## src/rtl/overlay_update_ctrl.sv

```systemverilog
// overlay_update_ctrl: shadows centroid/bbox updates and commits them at frame start,
// then issues a one-cycle update strobe; silent sources are retired off-screen.
module overlay_update_ctrl #(
    parameter int IMG_W        = 1280,
    parameter int IMG_H        = 720,
    parameter int STALE_FRAMES = 8
) (
    input  logic        clk,
    input  logic        rst_n,
    input  logic        v_sync_in,
    input  logic        enable,
    input  logic        c_valid,
    output logic        c_ready,
    input  logic [10:0] c_x,
    input  logic [10:0] c_y,
    input  logic        b_valid,
    output logic        b_ready,
    input  logic [10:0] b_min_x,
    input  logic [10:0] b_max_x,
    input  logic [10:0] b_min_y,
    input  logic [10:0] b_max_y,
    output logic        valid_out,
    output logic [10:0] x_out,
    output logic [10:0] y_out,
    output logic [10:0] min_x_out,
    output logic [10:0] max_x_out,
    output logic [10:0] min_y_out,
    output logic [10:0] max_y_out,
    output logic        c_stale,
    output logic        b_stale
);
    localparam logic [10:0] XM  = 11'(IMG_W - 1);
    localparam logic [10:0] YM  = 11'(IMG_H - 1);
    localparam logic [7:0]  SF  = 8'(STALE_FRAMES);
    localparam logic [10:0] OFF = 11'h7FF;

    typedef enum logic [1:0] {IDLE, LOAD, PULSE} state_t;
    state_t state_q, state_d;

    logic        vs_q, fs, commit, c_acc, b_acc, c_pend_q, b_pend_q;
    logic [7:0]  c_cnt_q, c_cnt_d, b_cnt_q, b_cnt_d;
    logic [10:0] cx, cy, bx0, bx1, by0, by1;
    logic [10:0] c_x_q, c_y_q, b_nx_q, b_xx_q, b_ny_q, b_xy_q;

    assign fs        = v_sync_in & ~vs_q;
    assign commit    = fs & enable & (state_q == IDLE);
    assign c_ready   = rst_n & (state_q != LOAD);
    assign b_ready   = rst_n & (state_q != LOAD);
    assign c_acc     = c_valid & c_ready;
    assign b_acc     = b_valid & b_ready;
    assign valid_out = state_q == PULSE;

    always_comb begin
        cx      = c_x > XM ? XM : c_x;
        cy      = c_y > YM ? YM : c_y;
        bx0     = b_min_x > XM ? XM : b_min_x;
        bx1     = b_max_x > XM ? XM : b_max_x;
        by0     = b_min_y > YM ? YM : b_min_y;
        by1     = b_max_y > YM ? YM : b_max_y;
        c_cnt_d = c_acc ? 8'd0 : (fs && c_cnt_q != SF) ? c_cnt_q + 8'd1 : c_cnt_q;
        b_cnt_d = b_acc ? 8'd0 : (fs && b_cnt_q != SF) ? b_cnt_q + 8'd1 : b_cnt_q;
        state_d = state_q == LOAD ? PULSE : state_q == PULSE ? IDLE : commit ? LOAD : IDLE;
    end

    always_ff @(posedge clk or negedge rst_n) begin
        if (!rst_n) begin
            state_q   <= IDLE;
            vs_q      <= 1'b1;
            c_cnt_q   <= SF;
            b_cnt_q   <= SF;
            c_pend_q  <= 1'b1;
            b_pend_q  <= 1'b1;
            c_x_q     <= '0;
            c_y_q     <= '0;
            b_nx_q    <= '0;
            b_xx_q    <= '0;
            b_ny_q    <= '0;
            b_xy_q    <= '0;
            x_out     <= OFF;
            y_out     <= OFF;
            min_x_out <= OFF;
            max_x_out <= OFF;
            min_y_out <= OFF;
            max_y_out <= OFF;
            c_stale   <= 1'b1;
            b_stale   <= 1'b1;
        end else begin
            state_q <= state_d;
            vs_q    <= v_sync_in;
            c_cnt_q <= c_cnt_d;
            b_cnt_q <= b_cnt_d;
            if (c_acc) begin
                c_x_q <= cx;
                c_y_q <= cy;
            end
            if (b_acc) begin
                b_nx_q <= bx0 > bx1 ? bx1 : bx0;
                b_xx_q <= bx0 > bx1 ? bx0 : bx1;
                b_ny_q <= by0 > by1 ? by1 : by0;
                b_xy_q <= by0 > by1 ? by0 : by1;
            end
            // staleness is judged on pre-increment counts; a same-cycle acceptance counts as fresh
            if (commit) begin
                c_pend_q <= ~c_acc & (c_cnt_q == SF);
                b_pend_q <= ~b_acc & (b_cnt_q == SF);
            end
            if (state_q == LOAD) begin
                x_out     <= c_pend_q ? OFF : c_x_q;
                y_out     <= c_pend_q ? OFF : c_y_q;
                min_x_out <= b_pend_q ? OFF : b_nx_q;
                max_x_out <= b_pend_q ? OFF : b_xx_q;
                min_y_out <= b_pend_q ? OFF : b_ny_q;
                max_y_out <= b_pend_q ? OFF : b_xy_q;
                c_stale   <= c_pend_q;
                b_stale   <= b_pend_q;
            end
        end
    end
endmodule

```

## config.mk

```make
export PLATFORM = sky130hd
export DESIGN_NAME = overlay_update_ctrl
export DESIGN_NICKNAME = d
export VERILOG_FILES = /design/src/rtl/overlay_update_ctrl.sv
export SDC_FILE = /design/constraint.sdc
export NUM_CORES = 1
export LEC_CHECK = 0
export CAP_MARGIN = 40
export CORE_AREA = 3 3 119 121
export DETAILED_ROUTE_END_ITERATION = 8
export DIE_AREA = 0 0 122 124
export HOLD_SLACK_MARGIN = 0.03
export PLACE_DENSITY_LB_ADDON = 0.15
export SETUP_SLACK_MARGIN = 0.3
export SLEW_MARGIN = 20
export SYNTH_ARGS = -nofsm -noshare
export SYNTH_HDL_FRONTEND = slang
export SYNTH_SLANG_ARGS = --single-unit
```

## constraint.sdc

```tcl
create_clock -name clk -period 4.9 [get_ports clk]
set_clock_uncertainty 0.2 [all_clocks]
set_input_delay 0.98 -clock clk [delete_from_list [all_inputs] [get_ports clk]]
set_output_delay 0.98 -clock clk [all_outputs]
set_load 0.01 [all_outputs]
```

== After elaboration in Yosys (flattened, before gate mapping) ==
Cells that the tools add are included.

* Register bits: 155
* Input port bits: 72
* Output and inout port bits: 71
* Word-level logic and storage cells: 76

* Add/subtract/negate cells: 2
* $lt $le $gt $ge: 8
* Eq/ne operators: 7
* Mux-type cells: 23
* Bitwise logic cells: 11
* Reductions and logical operators: 5

{| class="wikitable"
|+ Operators with widths
! cell !! number
|-
| $mux W11 || 16
|-
| $gt A11 B10 Y1 const B || 3
|-
| $gt A11 B11 Y1 const B || 3
|-
| $mux W8 || 4
|-
| $gt A11 B11 Y1 || 2
|-
| $add A8 B1 Y8 const B || 2
|-
| $eq A8 B4 Y1 const B || 2
|-
| $ne A8 B4 Y1 const B || 2
|-
| $and A1 B1 Y1 || 8
|-
| $reduce_bool A2 Y1 || 2
|-
| $not A1 Y1 || 3
|-
| $eq A2 B1 Y1 const B || 1
|-
| $eq A2 B2 Y1 const B || 1
|-
| $logic_and A1 B1 Y1 || 2
|-
| $logic_not A2 Y1 || 1
|-
| $mux W1 || 2
|-
| $mux W2 || 1
|-
| $ne A2 B1 Y1 const B || 1
|}

== Logic depth before layout (Yosys ltp) ==
* Word-level depth: 7
* Depth in mapped cells: 11

== Worst setup path before layout ==
No wires, ideal clock.

* Path type: in2reg
* Start: input port b_min_x[9]
* End: register b_nx_q[1]
* Setup time: 126 ps
* Data arrival time: 3133 ps
* Required time: 4574 ps
* Path slack: 1442 ps
* Cell stages on the path: 9
* Path buffers: 1
* Cell sequence: o21ai_0 -> nand2b_1 -> ha_1 -> a21oi_1 -> o21ai_2 -> a2111oi_4 -> buf_2 -> nor4_1 -> a221o_1

* Longest elaborated chain between the ends: 4

{| class="wikitable"
|+ RTL lines
! what !! line !! text
|-
| start, declared || 18 || <nowiki>input logic [10:0] b_min_x,</nowiki>
|-
| $gt A11 B11 Y1 || 56 || <nowiki>bx0 = b_min_x > XM ? XM : b_min_x;</nowiki>
|-
| $mux W11 (*) || 56 ||
|-
| $gt A11 B11 Y1 || 97 || <nowiki>b_nx_q <= bx0 > bx1 ? bx1 : bx0;</nowiki>
|-
| $mux W11 (*) || 97 ||
|-
| end signal, assigned || 97 ||
|-
| end, declared || 43 || <nowiki>logic [10:0] c_x_q, c_y_q, b_nx_q, b_xx_q, b_ny_q, b_xy_q;</nowiki>
|}

Mark *: on every way between the ends. The rest lies on a longest branch, timed or not.
A chain may end at the register's enable or synchronous reset.

== Final worst setup path ==
* Start: input port b_max_y[10]
* End: register b_ny_q[8]

* Longest elaborated chain between the ends: 4

{| class="wikitable"
|+ RTL lines
! what !! line !! text
|-
| start, declared || 21 || <nowiki>input logic [10:0] b_max_y,</nowiki>
|-
| $gt A11 B10 Y1 || 59 || <nowiki>by1 = b_max_y > YM ? YM : b_max_y;</nowiki>
|-
| $mux W11 (*) || 59 ||
|-
| $gt A11 B11 Y1 || 99 || <nowiki>b_ny_q <= by0 > by1 ? by1 : by0;</nowiki>
|-
| $mux W11 (*) || 99 ||
|-
| end signal, assigned || 99 ||
|-
| end, declared || 43 ||
|}

Marks and branches as above.

==> flow_metrics.tcl <==
set metrics [dict create \
    hold_viol_final 0 \
    final_layout_size_suffix_gt1_frac 0.135 \
    fin_crit_ns 3.91 \
    period_share 0.798 \
    nets 1033 \
    synthAdderAreaFrac 0.0432 \
    syn-num-nets 910 \
    antenna_found_initial 0 \
    outcome "finished, final reports clean" \
    maxSlewViolCount 0 \
    synth-edff-count 0 \
    cts-hold-fix-buffers 0 \
    overflow 0 \
    p_seq_frac 0.444 \
    cpLargestDelayFamily "compound AO/OA/AOI/OAI gates" \
    ys_ff_latch 155 \
    dieArea_sq_mm 0.0151 \
    fillers 982 \
    antenna_cells 0 \
    drt-initial-drc-count 467 \
    max_slew_margin 0.474 \
    design_power_total_mw 3.95 \
    yosys.area_share.xor_xnor 0.0163 \
    grt_pass1_wl_microns 29300 \
    wl_per_cell_microns 16.2 \
    grt_use_total 0.244 \
    fmax_ghz 0.256 \
    rsz0062_at_grt "no" \
    reg2reg_from "state_q[0]" \
    path_common_cell "nor2_1" \
    synth_top_family_by_area "simple AND/OR/NAND/NOR gates" \
    cp_data_arrival_time_ns 4.02 \
    synth_compound_area_frac 0.183 \
    worstPathRequired_ns 5.01 \
    ant_nets 0 \
    ys_seq_area_frac 0.527 \
    yosysWarnings 0 \
    syn_to_final_growth_pct 28.5 \
    seqCellArea_sq_mm 0.00397 \
    globalplace.congestion 0.860 \
    yosys.area_share.simple 0.191 \
    p_sw_frac 0.277 \
    synthTopCellsByArea "dfrtp_1, dfstp_2, nor2_1" \
    start_util 0.571 \
    cts_tree "yes" \
    synthesis.area_sq_mm 0.00754 \
    setup_violations 0 \
    crit_chain "clkdlybuf4s50_1 > nor2_1 > a21oi_1 > nor2_1 > inv_1 > ha_1 > nand3b_1 > a211oi_1 > a2111o_1 > nand2_1 > a31o_1" \
    core-area_sq_mm 0.0132 \
    p_comb_frac 0.234 \
    drc 0 \
    grt_max_degree 89 \
    synthFlopType "dfrtp_1" \
    cts_max_path_buffers 2 \
    clkLatencyLatePin_ns 0.42 \
    path_max_fanout 12 \
    rows 42 \
    io_buffer_count 142 \
    yosysMostFrequentCell "nor2_1" \
    cts.sinks 155 \
    yosysTopAreaCell "dfrtp_1" \
    fp.dieH_microns 124 \
    cts_resized 0 \
    cp_num_buf_inv 2 \
    criticalPathCategory "input port to flip-flop" \
    cts_root_buf "clkbuf_16" \
    fin_tns_setup_ns 0 \
    intPower_mw 2.86 \
    hold_path.class "flip-flop to flip-flop" \
    rrSetupSlack_ns 2.09 \
    synthMuxAreaShare 0 \
    grt_pass1_vias 6040 \
    ctsHtreeMaxLevel 4 \
    cts_setup_buffers 0 \
    switching_power_mw 1.10 \
    wl_microns 18200 \
    place_hpwl_microns 12900 \
    ys_types 48 \
    leakage_nw 4.06 \
    syn-instance-count 812 \
    ioPinCount 143 \
    async_reset_ff_frac 1.00 \
    power.density_mw_per_mm2 408 \
    netlist.area_leader.share 0.272 \
    die_x_microns 122 \
    syn_area_per_cell_sq_um 9.28 \
    worstSetupEndpointType "flip-flop" \
    hp-start "c_stale" \
    numCtsBuffers 17 \
    start_kind "input port" \
    cp_slowest_cell "clkdlybuf4s50_1" \
    crit_start "b_max_y[10]" \
    drv_cap 0 \
    multiInputGateArea_sq_mm 0.00329 \
    path_clk_slew_ns 0.06 \
    max_stage_delay_ns 0.48 \
    avgViaCountPerCell 5.63 \
    synth_common_cells "nor2_1, nand2_1, o21ai_0" \
    tightest_slew_ns 0.789 \
    ir_drop_mv 0.270 \
    clockPowerShare 0.323 \
    vias 6331 \
    firstDrtPassIters 5 \
]
==> tightest hold or removal path, stage by stage (launching register included) <==
cell and delay [ns]:
dfstp_2 0.37, nand2_1 0.05, nand2_1 0.05
==> power by group through the flow <==
| stage | clock [mW] | sequential (mW) | combinational (mW) |
|---|---|---|---|
| finish | 1.28 | 1.75 | 0.924 |
| global placement | 0 | 1.76 | 0.886 |
| global route | 1.35 | 1.78 | 1.02 |
| detailed placement | 0 | 1.78 | 0.914 |
| floorplan | 0 | 1.81 | 0.384 |
| CTS | 1.29 | 1.76 | 0.925 |
==> layout by cell type (no fill, tap or decap), drive strengths merged, types with 3 or more instances in the layout <==
master         Yosys  layout
a31oi             21      21
nor2b              6       6
nor4               8       8
dfrtp             82      82
nand3             21      21
and4               5       5
or3                6       6
and3               6       6
a211oi             8       8
o21ai            101     101
nand3b             5       5
nor3               6       6
clkbuf            30      21
a21oi             35      35
clkinv             0       7
a221o              8       8
xnor2              6       6
xor2               8       8
o22ai              6       6
dfstp             73      73
inv               18      18
nor2             141     141
o21a               3       3
buf               21      14
o22a               9       9
nand4              5       5
clkdlybuf4s50      0     141
a22o              16      16
ha                26      26
nand2            104     104
nand2b             9       9
and2               5       5
==> metal layers <==
| metal | part of all wire | GRT usage | vias up | routed length (microns) |
|---|---|---|---|---|
| met5 | 0 | 0 | - | 0 |
| met4 | 0.011 | 0.0539 | 0 | 196 |
| met2 | 0.49 | 0.407 | 203 | 8840 |
| li1 | - | - | 3080 | - |
| met3 | 0.057 | 0.0472 | 22 | 1030 |
| met1 | 0.45 | 0.334 | 3026 | 8140 |
==> final timing paths <==
path	end	depth (start not counted)
max	b_ny_q[8]	11
min	c_stale	2
max reg2reg	c_y_q[0]	4
min reg2reg	c_stale	2
max in group asynchronous	max_x_out[0]	4
min in group asynchronous	c_x_q[9]	1
==> layout make-up <==
class                           instances  share of cell area
Sequential cell                       155               0.410
Multi-Input combinational cell        588               0.340
Timing Repair Buffer                  155               0.160
Clock buffer                           21              0.0476
Tap cell                              176              0.0227
Clock inverter                         11              0.0125
Inverter                               18             0.00698
==> cell families after synthesis <==
logic type	count (synthesis)
other	2
xor gates and xnor gates	14
AOI/OAI and AO/OA	217
DFF	155
and+or+nand+nor	329
adders and majority gates	26
buffers and inverters	69
==> per-stage QoR <==
step                 util  setup slack (ns)  area, sq um  hold slack (ns)  instances
floorplan               -              1.44         7540            0.240        812
global placement    0.686             0.832         9050            0.248       1090
detailed placement  0.686             0.662         9050            0.248       1090
CTS                 0.731              1.08         9640            0.258       1122
global route        0.734             0.827         9680            0.287       1124
finish              0.734             0.988         9680            0.259       1124
==> registers in the layout, summed over array words and instances, names as in the netlist, 2 cells and up <==
signal / count
b_nx_q: 11
b_ny_q: 11
b_xx_q: 11
b_xy_q: 11
c_x_q: 11
c_y_q: 11
max_x_out: 11
max_y_out: 11
min_x_out: 11
min_y_out: 11
x_out: 11
y_out: 11
b_cnt_q: 8
c_cnt_q: 8
state_q: 2
(Power assumes the default switching activity.)
